<file path="src/rtl/iir_sos_ctrl_pkg.sv">
// Shared encodings for the IIR cascade controller: FSM states, coefficient addresses, window length.
// Pure constants and one helper; no logic, no latency, no backpressure.
package iir_ctrl_pkg;

   localparam int SEC_CYC = 4;

   localparam logic [2:0] ST_IDLE = 3'd0;
   localparam logic [2:0] ST_CFG  = 3'd1;
   localparam logic [2:0] ST_PRE  = 3'd2;
   localparam logic [2:0] ST_C1   = 3'd3;
   localparam logic [2:0] ST_C2   = 3'd4;
   // The section window PRE..FIN occupies SEC_CYC consecutive encodings.
   localparam logic [2:0] ST_FIN  = ST_PRE + 3'(SEC_CYC - 1);

   localparam logic [1:0] C_ADDR_A0 = 2'd0;
   localparam logic [1:0] C_ADDR_A1 = 2'd1;
   localparam logic [1:0] C_ADDR_B  = 2'd2;
   localparam logic [1:0] C_ADDR_K  = 2'd3;

   function automatic logic [1:0] addr_next(input logic [1:0] a);
      logic [1:0] n;
      n = C_ADDR_A0;
      case (a)
         C_ADDR_A0: n = C_ADDR_A1;
         C_ADDR_A1: n = C_ADDR_B;
         C_ADDR_B:  n = C_ADDR_K;
         default:   n = C_ADDR_A0;
      endcase
      return n;
   endfunction

endpackage

</file>
<file path="src/rtl/iir_sos_ctrl_if.sv">
// Host-facing bundle of the cascade controller: sample/config handshakes and section strobes.
// master = host/cascade side, slave = controller side.
interface iir_sos_ctrl_if #(
   parameter int NUM_SEC = 4,
   parameter int CW      = 16
);
   logic               samp_valid;
   logic               samp_ready;
   logic               out_valid;
   logic [NUM_SEC-1:0] ce;
   logic               mult_sel;
   logic               cfg_valid;
   logic               cfg_ready;
   logic [CW-1:0]      cfg_data;
   logic               cfg_restart;
   logic [NUM_SEC-1:0] c_we;
   logic [1:0]         c_addr;
   logic [CW-1:0]      c_in;
   logic               ovr;
   logic               ovr_clr;

   modport master (
      output samp_valid, cfg_valid, cfg_data, cfg_restart, ovr_clr,
      input  samp_ready, out_valid, ce, mult_sel, cfg_ready, c_we, c_addr, c_in, ovr
   );

   modport slave (
      input  samp_valid, cfg_valid, cfg_data, cfg_restart, ovr_clr,
      output samp_ready, out_valid, ce, mult_sel, cfg_ready, c_we, c_addr, c_in, ovr
   );
endinterface

</file>
<file path="src/rtl/iir_sos_ctrl_coef_wptr.sv">
// Coefficient write pointer: (section, address) walking a0,a1,b,K per section with wrap; restart wins.
// Registered pointer, one-hot section decode is combinational; no backpressure.
module iir_coef_wptr
   import iir_ctrl_pkg::*;
#(
   parameter int NUM_SEC = 4,
   parameter int SEC_W   = 2
) (
   input  logic               clk,
   input  logic               nrst,
   input  logic               inc,
   input  logic               restart,
   output logic [NUM_SEC-1:0] sec_hot,
   output logic [1:0]         addr
);
   logic [SEC_W-1:0] wsec;

   always_ff @(posedge clk or negedge nrst) begin
      if (!nrst) begin
         wsec <= '0;
         addr <= C_ADDR_A0;
      end else if (restart) begin
         wsec <= '0;
         addr <= C_ADDR_A0;
      end else if (inc) begin
         addr <= addr_next(addr);
         if (addr == C_ADDR_K)
            wsec <= (wsec == SEC_W'(NUM_SEC - 1)) ? '0 : wsec + 1'b1;
      end
   end

   assign sec_hot = NUM_SEC'(1) << wsec;

endmodule

</file>
<file path="src/rtl/iir_sos_ctrl.sv">
// Cascade sequencer: 4-cycle ce/mult_sel window per section, out_valid T+4*NUM_SEC+1 after sample accept.
// Samples arriving while busy are dropped and flag ovr; config words wait in IDLE (sample wins ties).
module iir_sos_ctrl
   import iir_ctrl_pkg::*;
#(
   parameter int NUM_SEC  = 4,
   parameter int SEC_W    = 2,
   parameter int COEFF_WH = 2,
   parameter int COEFF_FR = 14
) (
   input  logic           clk,
   input  logic           nrst,
   iir_sos_ctrl_if.slave  bus
);
   localparam int CW = COEFF_WH + COEFF_FR;

   logic [2:0]         state;
   logic [SEC_W-1:0]   sec;
   logic [NUM_SEC-1:0] ce_q;
   logic               ms_q;
   logic               ov_q;
   logic               ovr_q;
   logic [CW-1:0]      c_in_q;
   logic               idle;
   logic               in_cfg;
   logic               last_sec;
   logic [NUM_SEC-1:0] sec_hot;
   logic [NUM_SEC-1:0] wsec_hot;
   logic [1:0]         waddr;

   assign idle     = (state == ST_IDLE);
   assign in_cfg   = (state == ST_CFG);
   assign last_sec = (sec == SEC_W'(NUM_SEC - 1));
   assign sec_hot  = NUM_SEC'(1) << sec;

   always_ff @(posedge clk or negedge nrst) begin
      if (!nrst) begin
         state  <= ST_IDLE;
         sec    <= '0;
         ce_q   <= '0;
         ms_q   <= 1'b0;
         ov_q   <= 1'b0;
         c_in_q <= '0;
      end else begin
         ov_q <= 1'b0;
         case (state)
            ST_IDLE: begin
               if (bus.samp_valid) begin
                  state <= ST_PRE;
                  sec   <= '0;
               end else if (bus.cfg_valid) begin
                  state  <= ST_CFG;
                  c_in_q <= bus.cfg_data;
               end
            end
            ST_CFG: state <= ST_IDLE;
            ST_PRE: begin
               state <= ST_C1;
               ce_q  <= sec_hot;
               ms_q  <= 1'b1;
            end
            ST_C1: state <= ST_C2;
            ST_C2: begin
               state <= ST_FIN;
               ce_q  <= '0;
               ms_q  <= 1'b0;
            end
            ST_FIN: begin
               if (last_sec) begin
                  state <= ST_IDLE;
                  ov_q  <= 1'b1;
               end else begin
                  state <= ST_PRE;
                  sec   <= sec + 1'b1;
               end
            end
            default: begin
               state <= ST_IDLE;
               ce_q  <= '0;
               ms_q  <= 1'b0;
            end
         endcase
      end
   end

   // A dropped sample outranks a same-cycle clear so no overrun goes unseen.
   always_ff @(posedge clk or negedge nrst) begin
      if (!nrst)
         ovr_q <= 1'b0;
      else if (bus.samp_valid && !idle)
         ovr_q <= 1'b1;
      else if (bus.ovr_clr)
         ovr_q <= 1'b0;
   end

   iir_coef_wptr #(
      .NUM_SEC (NUM_SEC),
      .SEC_W   (SEC_W)
   ) u_wptr (
      .clk     (clk),
      .nrst    (nrst),
      .inc     (in_cfg),
      .restart (bus.cfg_restart),
      .sec_hot (wsec_hot),
      .addr    (waddr)
   );

   assign bus.samp_ready = idle;
   assign bus.cfg_ready  = idle & ~bus.samp_valid;
   assign bus.out_valid  = ov_q;
   assign bus.ce         = ce_q;
   assign bus.mult_sel   = ms_q;
   assign bus.c_we       = in_cfg ? wsec_hot : '0;
   assign bus.c_addr     = in_cfg ? waddr : C_ADDR_A0;
   assign bus.c_in       = c_in_q;
   assign bus.ovr        = ovr_q;

endmodule

</file>
<file path="src/flat_wrapper.sv">
// flat-port wrapper written by rule: the top's interface ports become plain ports
module iir_sos_ctrl_flat import iir_ctrl_pkg::*;
#(
   parameter int NUM_SEC  = 4,
   parameter int SEC_W    = 2,
   parameter int COEFF_WH = 2,
   parameter int COEFF_FR = 14
)
  (clk, nrst, bus_samp_valid, bus_cfg_valid, bus_cfg_data, bus_cfg_restart, bus_ovr_clr, bus_samp_ready, bus_out_valid, bus_ce, bus_mult_sel, bus_cfg_ready, bus_c_we, bus_c_addr, bus_c_in, bus_ovr);
  iir_sos_ctrl_if #(.NUM_SEC(NUM_SEC), .CW(16)) bus_i ();
  input  logic clk;
  input  logic nrst;
  input wire logic [$bits(bus_i.samp_valid)-1:0] bus_samp_valid;
  input wire logic [$bits(bus_i.cfg_valid)-1:0] bus_cfg_valid;
  input wire logic [$bits(bus_i.cfg_data)-1:0] bus_cfg_data;
  input wire logic [$bits(bus_i.cfg_restart)-1:0] bus_cfg_restart;
  input wire logic [$bits(bus_i.ovr_clr)-1:0] bus_ovr_clr;
  output wire logic [$bits(bus_i.samp_ready)-1:0] bus_samp_ready;
  output wire logic [$bits(bus_i.out_valid)-1:0] bus_out_valid;
  output wire logic [$bits(bus_i.ce)-1:0] bus_ce;
  output wire logic [$bits(bus_i.mult_sel)-1:0] bus_mult_sel;
  output wire logic [$bits(bus_i.cfg_ready)-1:0] bus_cfg_ready;
  output wire logic [$bits(bus_i.c_we)-1:0] bus_c_we;
  output wire logic [$bits(bus_i.c_addr)-1:0] bus_c_addr;
  output wire logic [$bits(bus_i.c_in)-1:0] bus_c_in;
  output wire logic [$bits(bus_i.ovr)-1:0] bus_ovr;
  assign bus_i.samp_valid = bus_samp_valid;
  assign bus_i.cfg_valid = bus_cfg_valid;
  assign bus_i.cfg_data = bus_cfg_data;
  assign bus_i.cfg_restart = bus_cfg_restart;
  assign bus_i.ovr_clr = bus_ovr_clr;
  assign bus_samp_ready = bus_i.samp_ready;
  assign bus_out_valid = bus_i.out_valid;
  assign bus_ce = bus_i.ce;
  assign bus_mult_sel = bus_i.mult_sel;
  assign bus_cfg_ready = bus_i.cfg_ready;
  assign bus_c_we = bus_i.c_we;
  assign bus_c_addr = bus_i.c_addr;
  assign bus_c_in = bus_i.c_in;
  assign bus_ovr = bus_i.ovr;
  iir_sos_ctrl #(.NUM_SEC(NUM_SEC), .SEC_W(SEC_W), .COEFF_WH(COEFF_WH), .COEFF_FR(COEFF_FR)) u_core (.clk(clk), .nrst(nrst), .bus(bus_i));
endmodule
</file>
<file path="config.mk">
export PLATFORM = sky130hd
export DESIGN_NAME = iir_sos_ctrl_flat
export DESIGN_NICKNAME = d
export VERILOG_FILES = /design/src/rtl/iir_sos_ctrl_pkg.sv /design/src/rtl/iir_sos_ctrl_if.sv /design/src/rtl/iir_sos_ctrl_coef_wptr.sv /design/src/rtl/iir_sos_ctrl.sv /design/src/flat_wrapper.sv
export SDC_FILE = /design/constraint.sdc
export NUM_CORES = 1
export LEC_CHECK = 0
export ABC_AREA = 1
export CAP_MARGIN = 40
export CORE_MARGIN = 5
export CORE_UTILIZATION = 45
export CTS_CLUSTER_DIAMETER = 80
export DETAILED_ROUTE_END_ITERATION = 8
export GPL_TIMING_DRIVEN = 0
export PLACE_DENSITY = 0.84
export SYNTH_ARGS = -nofsm -noshare
export SYNTH_HDL_FRONTEND = slang
export SYNTH_SLANG_ARGS = --single-unit
</file>
<file path="constraint.sdc">
create_clock -name clk -period 1.36 [get_ports clk]
set_input_delay 0.204 -clock clk [delete_from_list [all_inputs] [get_ports clk]]
set_output_delay 0.204 -clock clk [all_outputs]
set_load 0.05 [all_outputs]
</file>
==> summary.txt, run 1 <==
Worst setup path
  • CP cell instances: inv_4 > nand3_4 > nor2_2 > buf_6
  • Crit. End Element: output port
  • Max incr delay on CP: 460 ps
  • Crit Path Category: flip-flop to output port
  • R2R setup slack: approximately 120 ps
  • WP data arrival: 1340 ps
  • CP Max Fanout: 7
  • Startpoint types: flip-flop
  • WP data required: roughly 1200 ps
  • Slowest stage cell, crit path: dfrtp_2

GRT
  • Total GRT Usage: 0.157
  • First-pass GRT wire length: around 6.0 mm
  • Initial antenna violation count: 0
  • Number of global-route vias before repair: 1,325
  • Largest net degree at the start of global routing: 33
  • GRT overflow: 0

Place
  • GP Congestion: 0.750
  • DP Wirelength: about 2.5 mm
  • Placed cell areas: 2160 um2
  • Buffers on Ports: 52
  • DP Worst Slack: -668 ps

Detailed routing
  • Via/cell ratio: ~4.6
  • Wire per inst: roughly 12 um
  • Drt pass-1 iters: 4
  • Post-route DRC: 0
  • Initial detailed-routing violation count: slightly above 70
  • Post-route ant nets: 0
  • WL final: roughly 3.5 mm
  • Vias after detailed routing: around 1.3k

Synthesis
  • Synth Area per Inst: between 8 and 9 um2
  • Synth unique cells: 23
  • Top cell type's share of synthesized area: 0.510
  • Post-synthesis cell count: ~180
  • Synth area leader: dfrtp_1
  • Syn Nets: just over 200
  • Warnings from Yosys: 0
  • Synthesized area: around 1600 um2
  • Synth Register Bits: 32
  • Most area-consuming cells after synthesis: dfrtp_1 51%, nand2_1 12%, nand3_1 8.3%, ha_1 7.2%, inv_1 4.8%
  • Post-synthesis sequential area ratio: 0.510

STA
  • Hold WS: just over 400 ps
  • Tmin final: between 1500 and 2000 ps
  • Final Cycle Share: 1.13
  • Endpoints failing setup: 8
  • Worst Tran Pin Value: about 700 ps
  • Slew HR: 0.532
  • Final hold vios: 0
  • RSZ-0062 raised after global routing: yes
  • Setup ws final: -182 ps
  • Slew Viols, Final: 0
  • F_max: about 0.65 GHz
  • Final Skew: between 10 and 15 ps

Outcome
  • Status: finished with violations
  • Failing checks: setup timing

Clock network
  • Worst-path clk slew: approximately 100 ps
  • Clk Latency, worst-skew pair: ~340 ps
  • TritonCTS clock tree: done
  • Clk sink count: 32
  • Clock Tree Root: clkbuf_4
  • H-tree lvl count: 2
  • Num CTS Buffers: 5
  • CTS max path bufs: 2

Floorplanning
  • Initial Util: 0.467
  • Chip height: between 60 and 70 um
  • Chip width: 69.1 um
  • Die area: 4770 um2
  • I/O pins: 53
  • Core area: 3360 um2
  • # rows: 21

Final layout
  • Ant. Diodes: 0
  • Layout cell share with drive strength beyond 1: 0.331
  • Post-route cell area: 2390 um2
  • Register area: 805 um2
  • Most common cell after layout, fill and taps aside: nand2_1
  • Area grow syn2layout: 52.1%
  • Area of the multi-input gates: between 600 and 700 um2
  • Most frequent cells in the layout: 50 x nand2_1, 29 x dfrtp_1, 25 x nand3_1
  • Layout fillers: ~280
  • Final net count: ~280

Power
  • Maximum vdd ir drop: around 1200 uV
  • Power Dens Cells: 2420 nW/um2
  • Leak: between 1 and 1.5 nW

Worst hold path
  • Hold WC Path Type: primary input to flip-flop

Job
  • Max-cap violations: 0
final cells by class:
class | instances | share of cell area
Inverter | 23 | 0.0383
Buffer | 2 | 0.00682
Clock buffer | 6 | 0.0215
Timing Repair Buffer | 65 | 0.284
Sequential cell | 32 | 0.337
Multi-Input combinational cell | 118 | 0.284
Clock inverter | 2 | 0.00420
Tap cell | 46 | 0.0241
cell families (layout without fill, tap and decap cells):
kind of cell,after synthesis,count (layout),synth area share
fa+ha+maj,9,9,0.0718
compound gates,9,9,0.0295
buf+inv,26,98,0.0766
simple gates,100,100,0.312
flops,32,32,0.510
Yosys cell counts:
| cell | instances |
|---|---|
| nand3_1 | 26 |
| o21ai_0 | 5 |
| nand2_8 | 1 |
| a21oi_1 | 1 |
| o21ai_1 | 2 |
| nand2_4 | 1 |
| nor2_1 | 11 |
| dfrtp_1 | 32 |
| nand2_1 | 50 |
| nor2_4 | 1 |
| buf_6 | 1 |
| inv_2 | 2 |
| nand2_2 | 5 |
| buf_8 | 1 |
| inv_1 | 20 |
| nand3_4 | 1 |
| nor2_8 | 1 |
| or2_2 | 1 |
| nand4_1 | 2 |
| ha_1 | 9 |
| buf_2 | 1 |
| inv_4 | 1 |
| o22ai_1 | 1 |
worst paths after layout:
path | startpoint | end | cells past startpoint
min in group asynchronous | nrst | u_core.bus.ovr$_DFFE_PN0P_ | 2
min | bus_cfg_data[5] | u_core.bus.c_in[5]$_DFFE_PN0P_ | 3
min reg2reg | u_core.bus.c_in[13]$_DFFE_PN0P_ | u_core.bus.c_in[13]$_DFFE_PN0P_ | 2
max in group asynchronous | nrst | u_core.state[0]$_DFFE_PN0P_ | 2
max reg2reg | u_core.state[1]$_DFFE_PN0P_ | u_core.bus.c_in[8]$_DFFE_PN0P_ | 7
max | u_core.state[1]$_DFFE_PN0P_ | bus_c_we[0] | 4
critical path: cells and delay by family, from the launching register on:
kind          cells  cell delay [ps]
flops             1              460
buf+inv           2              270
simple gates      2              270
report_power, final:
part	total [mW]	internal, mW	switching [mW]
clock	0.571	0.246	0.325
combinational	3.60	1.28	2.32
sequential	1.59	1.33	0.255
routing by layer:
layer | vias to the layer above | part of all wire | GRT usage
met2 | 34 | 0.48 | 0.261
met1 | 605 | 0.42 | 0.174
li1 | 692 | - | -
met5 | - | 0 | 0
met4 | 0 | 0.025 | 0.0911
met3 | 7 | 0.068 | 0.0523
repair_timing:
action,CTS,global route
pin swaps,3,1
resized for setup,133,6
hold endpoints to repair,32,0
endpoints found under the setup margin,31,20
gates cloned,0,0
hold buffers,1,0
buffers inserted,7,5
flip-flops by register name, indices dropped and copies added (netlist names):
signal                flops
u_core.bus.c_in          16
u_core.bus.ce             4
u_core.state              3
u_core.sec                2
u_core.u_wptr.addr        2
u_core.u_wptr.wsec        2
u_core.bus.mult_sel       1
u_core.bus.out_valid      1
u_core.bus.ovr            1
through the flow:
| stage | setup TNS, ps | power (mW) | std cells | util |
|---|---|---|---|---|
| after floorplan | -201 | 3.84 | 176 | - |
| after global placement | -23860 | 4.79 | 274 | 0.643 |
| after detailed placement | -6290 | 4.86 | 274 | 0.641 |
| after CTS | -1450 | 5.63 | 290 | 0.695 |
| after global routing | -1940 | 6.14 | 294 | 0.709 |
| final | -1370 | 5.76 | 294 | 0.709 |
Note: power is estimated with default switching activity, not from simulation.
==> inputs of run 2 (changes only) <==
--- a/config.mk
+++ b/config.mk
@@ -5,14 +5,15 @@
 export SDC_FILE = /design/constraint.sdc
 export NUM_CORES = 1
 export LEC_CHECK = 0
-export ABC_AREA = 1
 export CAP_MARGIN = 40
 export CORE_MARGIN = 5
-export CORE_UTILIZATION = 45
+export CORE_UTILIZATION = 44
 export CTS_CLUSTER_DIAMETER = 80
 export DETAILED_ROUTE_END_ITERATION = 8
 export GPL_TIMING_DRIVEN = 0
-export PLACE_DENSITY = 0.84
+export PLACE_DENSITY = 0.83
+export SKIP_CTS_REPAIR_TIMING = 1
+export SKIP_LAST_GASP = 1
 export SYNTH_ARGS = -nofsm -noshare
 export SYNTH_HDL_FRONTEND = slang
 export SYNTH_SLANG_ARGS = --single-unit
==> run 2 against run 1 <==
Net effect:
- the flow still finishes with violations (setup timing)
- sequential cell count is the same
- combinational power down 4%
- clock power increased by 23%
- register-to-register slack worse by 420 ps
- non-clock buffer count grew 7
- area after synthesis decreased by 3.3%
- synthesized cell count decreased by 36%
- clock skew is 7.5 ps lower
- critical path depth up 1
- global-route usage up 0.59 points
- critical path type unchanged
- critical endpoint unchanged
- largest power group unchanged
==> summary.txt, run 2 <==
Outcome
  • Status: finished with violations (unchanged)
  • Failing checks: setup timing (unchanged)

Detailed routing
  • WL final: 3.65 mm (was 3.49 mm)
  • Post-route ant nets: 0 (unchanged)
  • Drt pass-1 iters: 4 (unchanged)
  • Vias after detailed routing: 1,130 (was 1,338)
  • Wire per inst: 15.5 um (was 11.9 um)
  • Initial detailed-routing violation count: 16 (was 72)
  • Post-route DRC: 0 (unchanged)
  • Via/cell ratio: 4.79 (was 4.55)

Clock network
  • H-tree lvl count: 2 (unchanged)
  • Num CTS Buffers: 5 (unchanged)
  • Clock Tree Root: clkbuf_4 (unchanged)
  • Worst-path clk slew: 100 ps (about the same)
  • Clk sink count: 32 (unchanged)
  • CTS max path bufs: 2 (unchanged)
  • TritonCTS clock tree: done (unchanged)
  • Clk Latency, worst-skew pair: 320 ps (was 340 ps)

STA
  • Slew Viols, Final: 0 (unchanged)
  • Setup ws final: -391 ps (was -182 ps)
  • Tmin final: 1750 ps (was 1540 ps)
  • RSZ-0062 raised after global routing: yes (unchanged)
  • F_max: 0.571 GHz (was 0.648 GHz)
  • Endpoints failing setup: 33 (was 8)
  • Final hold vios: 0 (unchanged)
  • Final Skew: 4.29 ps (was 11.8 ps)
  • Slew HR: 0.575 (was 0.532)
  • Worst Tran Pin Value: 636 ps (was 701 ps)
  • Final Cycle Share: 1.29 (was 1.13)

Synthesis
  • Top post-synthesis cells by count: 32 x dfrtp_1, 10 x mux2_4, 9 x ha_1, 9 x inv_1, 7 x mux2_2 (was 50 x nand2_1, 32 x dfrtp_1, 26 x nand3_1)
  • Synth Area per Inst: 13.4 um2 (was 8.91 um2)
  • Most frequent cell after synthesis: dfrtp_1 (was nand2_1)
  • Synth unique cells: 29 (was 23)
  • Main synth FF type: dfrtp_1 (unchanged)
  • Syn Nets: 144 (was 207)
  • Post-synthesis cell count: 113 (was 176)
  • Synth area leader: dfrtp_1 (unchanged)
  • Synth Register Bits: 32 (unchanged)
  • Top cell type's share of synthesized area: 0.528 (was 0.510)
  • EDFF count, synth: 0 (unchanged)
  • Most area-consuming cells after synthesis: dfrtp_1 53%, mux2_4 9.9%, ha_1 7.4%, mux2_2 5.2%, a32o_1 2.6% (was dfrtp_1 51%, nand2_1 12%, nand3_1 8.3%, ha_1 7.2%, inv_1 4.8%)
  • Post-synth ARST share: 1.00 (unchanged)
  • Warnings from Yosys: 0 (unchanged)
  • Synthesized area: 1520 um2 (was 1570 um2)
  • Post-synthesis sequential area ratio: 0.528 (was 0.510)

Final layout
  • Layout fillers: 245 (was 277)
  • Most common cell after layout, fill and taps aside: dfrtp_1 (was nand2_1)
  • Most frequent cells in the layout: 31 x dfrtp_1, 23 x clkbuf_2, 21 x clkdlybuf4s50_1 (was 50 x nand2_1, 29 x dfrtp_1, 25 x nand3_1)
  • Post-route cell area: 2340 um2 (was 2390 um2)
  • Layout Utilization: 0.702 (was 0.709)
  • Layout cell share with drive strength beyond 1: 0.495 (was 0.331)
  • Ant. Diodes: 0 (unchanged)
  • Area grow syn2layout: 54.4% (was 52.1%)
  • Final net count: 220 (was 278)
  • Max reg flops: 16 (unchanged)

Worst setup path
  • R2R setup slack: -300 ps (was 120 ps)
  • Worst R2R End: u_core.bus.c_in[13]$_DFFE_PN0P_ (was u_core.bus.c_in[8]$_DFFE_PN0P_)
  • Startpoint types: flip-flop (unchanged)
  • Reg2reg path depth: 5 (was 7)
  • CP Max Fanout: 8 (was 7)
  • Crit. End Element: output port (unchanged)
  • WP data required: 1160 ps (about the same)
  • Crit Path Category: flip-flop to output port (unchanged)
  • WP data arrival: 1550 ps (was 1340 ps)
  • R2r startpoint: u_core.state[0]$_DFFE_PN0P_ (was u_core.state[1]$_DFFE_PN0P_)

Floorplanning
  • Die area: 4720 um2 (was 4770 um2)
  • Chip height: 68.7 um (was 69.1 um)
  • Chip width: 68.7 um (was 69.1 um)
  • Initial Util: 0.455 (was 0.467)
  • # rows: 21 (unchanged)
  • Core area: 3340 um2 (was 3360 um2)
  • I/O pins: 53 (unchanged)

Job
  • Max-cap violations: 0 (unchanged)

Power
  • Maximum vdd ir drop: 1250 uV (was 1210 uV)
  • Power Dens Cells: 2460 nW/um2 (was 2420 nW/um2)
  • Pwr Total: 5.77 mW (was 5.76 mW)
  • Leak: 1.17 nW (was 1.18 nW)

GRT
  • Total GRT Usage: 0.163 (was 0.157)
  • Number of global-route vias before repair: 1,138 (was 1,325)
  • GRT overflow: 0 (unchanged)
  • Initial antenna violation count: 0 (unchanged)
  • Largest net degree at the start of global routing: 21 (was 33)
  • First-pass GRT wire length: 5.48 mm (was 5.95 mm)

Place
  • Placed cell areas: 2150 um2 (was 2160 um2)
  • GP Congestion: 0.792 (was 0.750)
  • Buffers on Ports: 52 (unchanged)
  • DP Wirelength: 2.64 mm (was 2.47 mm)

Worst hold path
  • Hold WC Path Type: primary input to asynchronous set/reset pin (was primary input to flip-flop)
## run 2: critical path, cell delays in order, from the launching register on
cell     delay [ps]
dfrtp_2         460
buf_8           140
nor3b_4         190
buf_6           150
and2_4          150
buf_8           140
## run 2: cells by family after synthesis
kind of cell	Yosys count	synth area share
and+or+nand+nor	23	0.107
DFF	32	0.528
xor gates and xnor gates	2	0.0115
buffers and inverters	14	0.0462
AOI/OAI and AO/OA	13	0.0627
muxes	19	0.164
adders and majority gates	10	0.0808
## run 2: final cells by class
| cell class | instances | area, um2 | share of cell area |
|---|---|---|---|
| multi-input cells | 67 | 697 | 0.297 |
| flip-flops and latches | 32 | 802 | 0.342 |
| inverters | 9 | 33.8 | 0.0144 |
| clock inverters | 2 | 35.0 | 0.0149 |
| repair buffers | 69 | 614 | 0.262 |
| clock buffers | 6 | 41.3 | 0.0176 |
| well taps | 46 | 57.6 | 0.0246 |
| plain buffers | 5 | 62.6 | 0.0267 |
## run 2: worst max-delay path by stage
stage                                startpoint                               to
global route        u_core.state[2]$_DFFE_PN0P_                      bus_c_we[0]
CTS                 u_core.state[0]$_DFFE_PN0P_                      bus_c_we[0]
detailed placement  u_core.state[0]$_DFFE_PN0P_                      bus_c_we[0]
floorplan           u_core.state[0]$_DFFE_PN0P_  u_core.bus.c_in[10]$_DFFE_PN0P_
global placement                 bus_samp_valid                    bus_cfg_ready
finish              u_core.state[2]$_DFFE_PN0P_                      bus_c_we[0]
## run 2: metrics by stage
step / TNS [ps] / hold WS, ps / cells / setup slack [ps]
after CTS: -19990 / 281 / 220 / -1250
after detailed placement: -14820 / 484 / 212 / -879
after global placement: -28460 / 478 / 211 / -850
after global routing: -9470 / 274 / 236 / -477
after floorplan: -7920 / -91.6 / 113 / -515
final: -7820 / 261 / 236 / -391
## run 2: power by group
part	internal [mW]	total (mW)	switching [mW]
registers	1.34	1.61	0.265
logic	1.34	3.46	2.11
clock network	0.385	0.702	0.317
## run 2: routing by layer
| metal | vias up | global-route usage | routed length (um) |
|---|---|---|---|
| li1 | 542 | - | - |
| met1 | 562 | 0.191 | 1410 |
| met2 | 24 | 0.280 | 2090 |
| met3 | 2 | 0.0502 | 119 |
| met4 | 0 | 0.0584 | 34 |
| met5 | - | 0 | 0 |
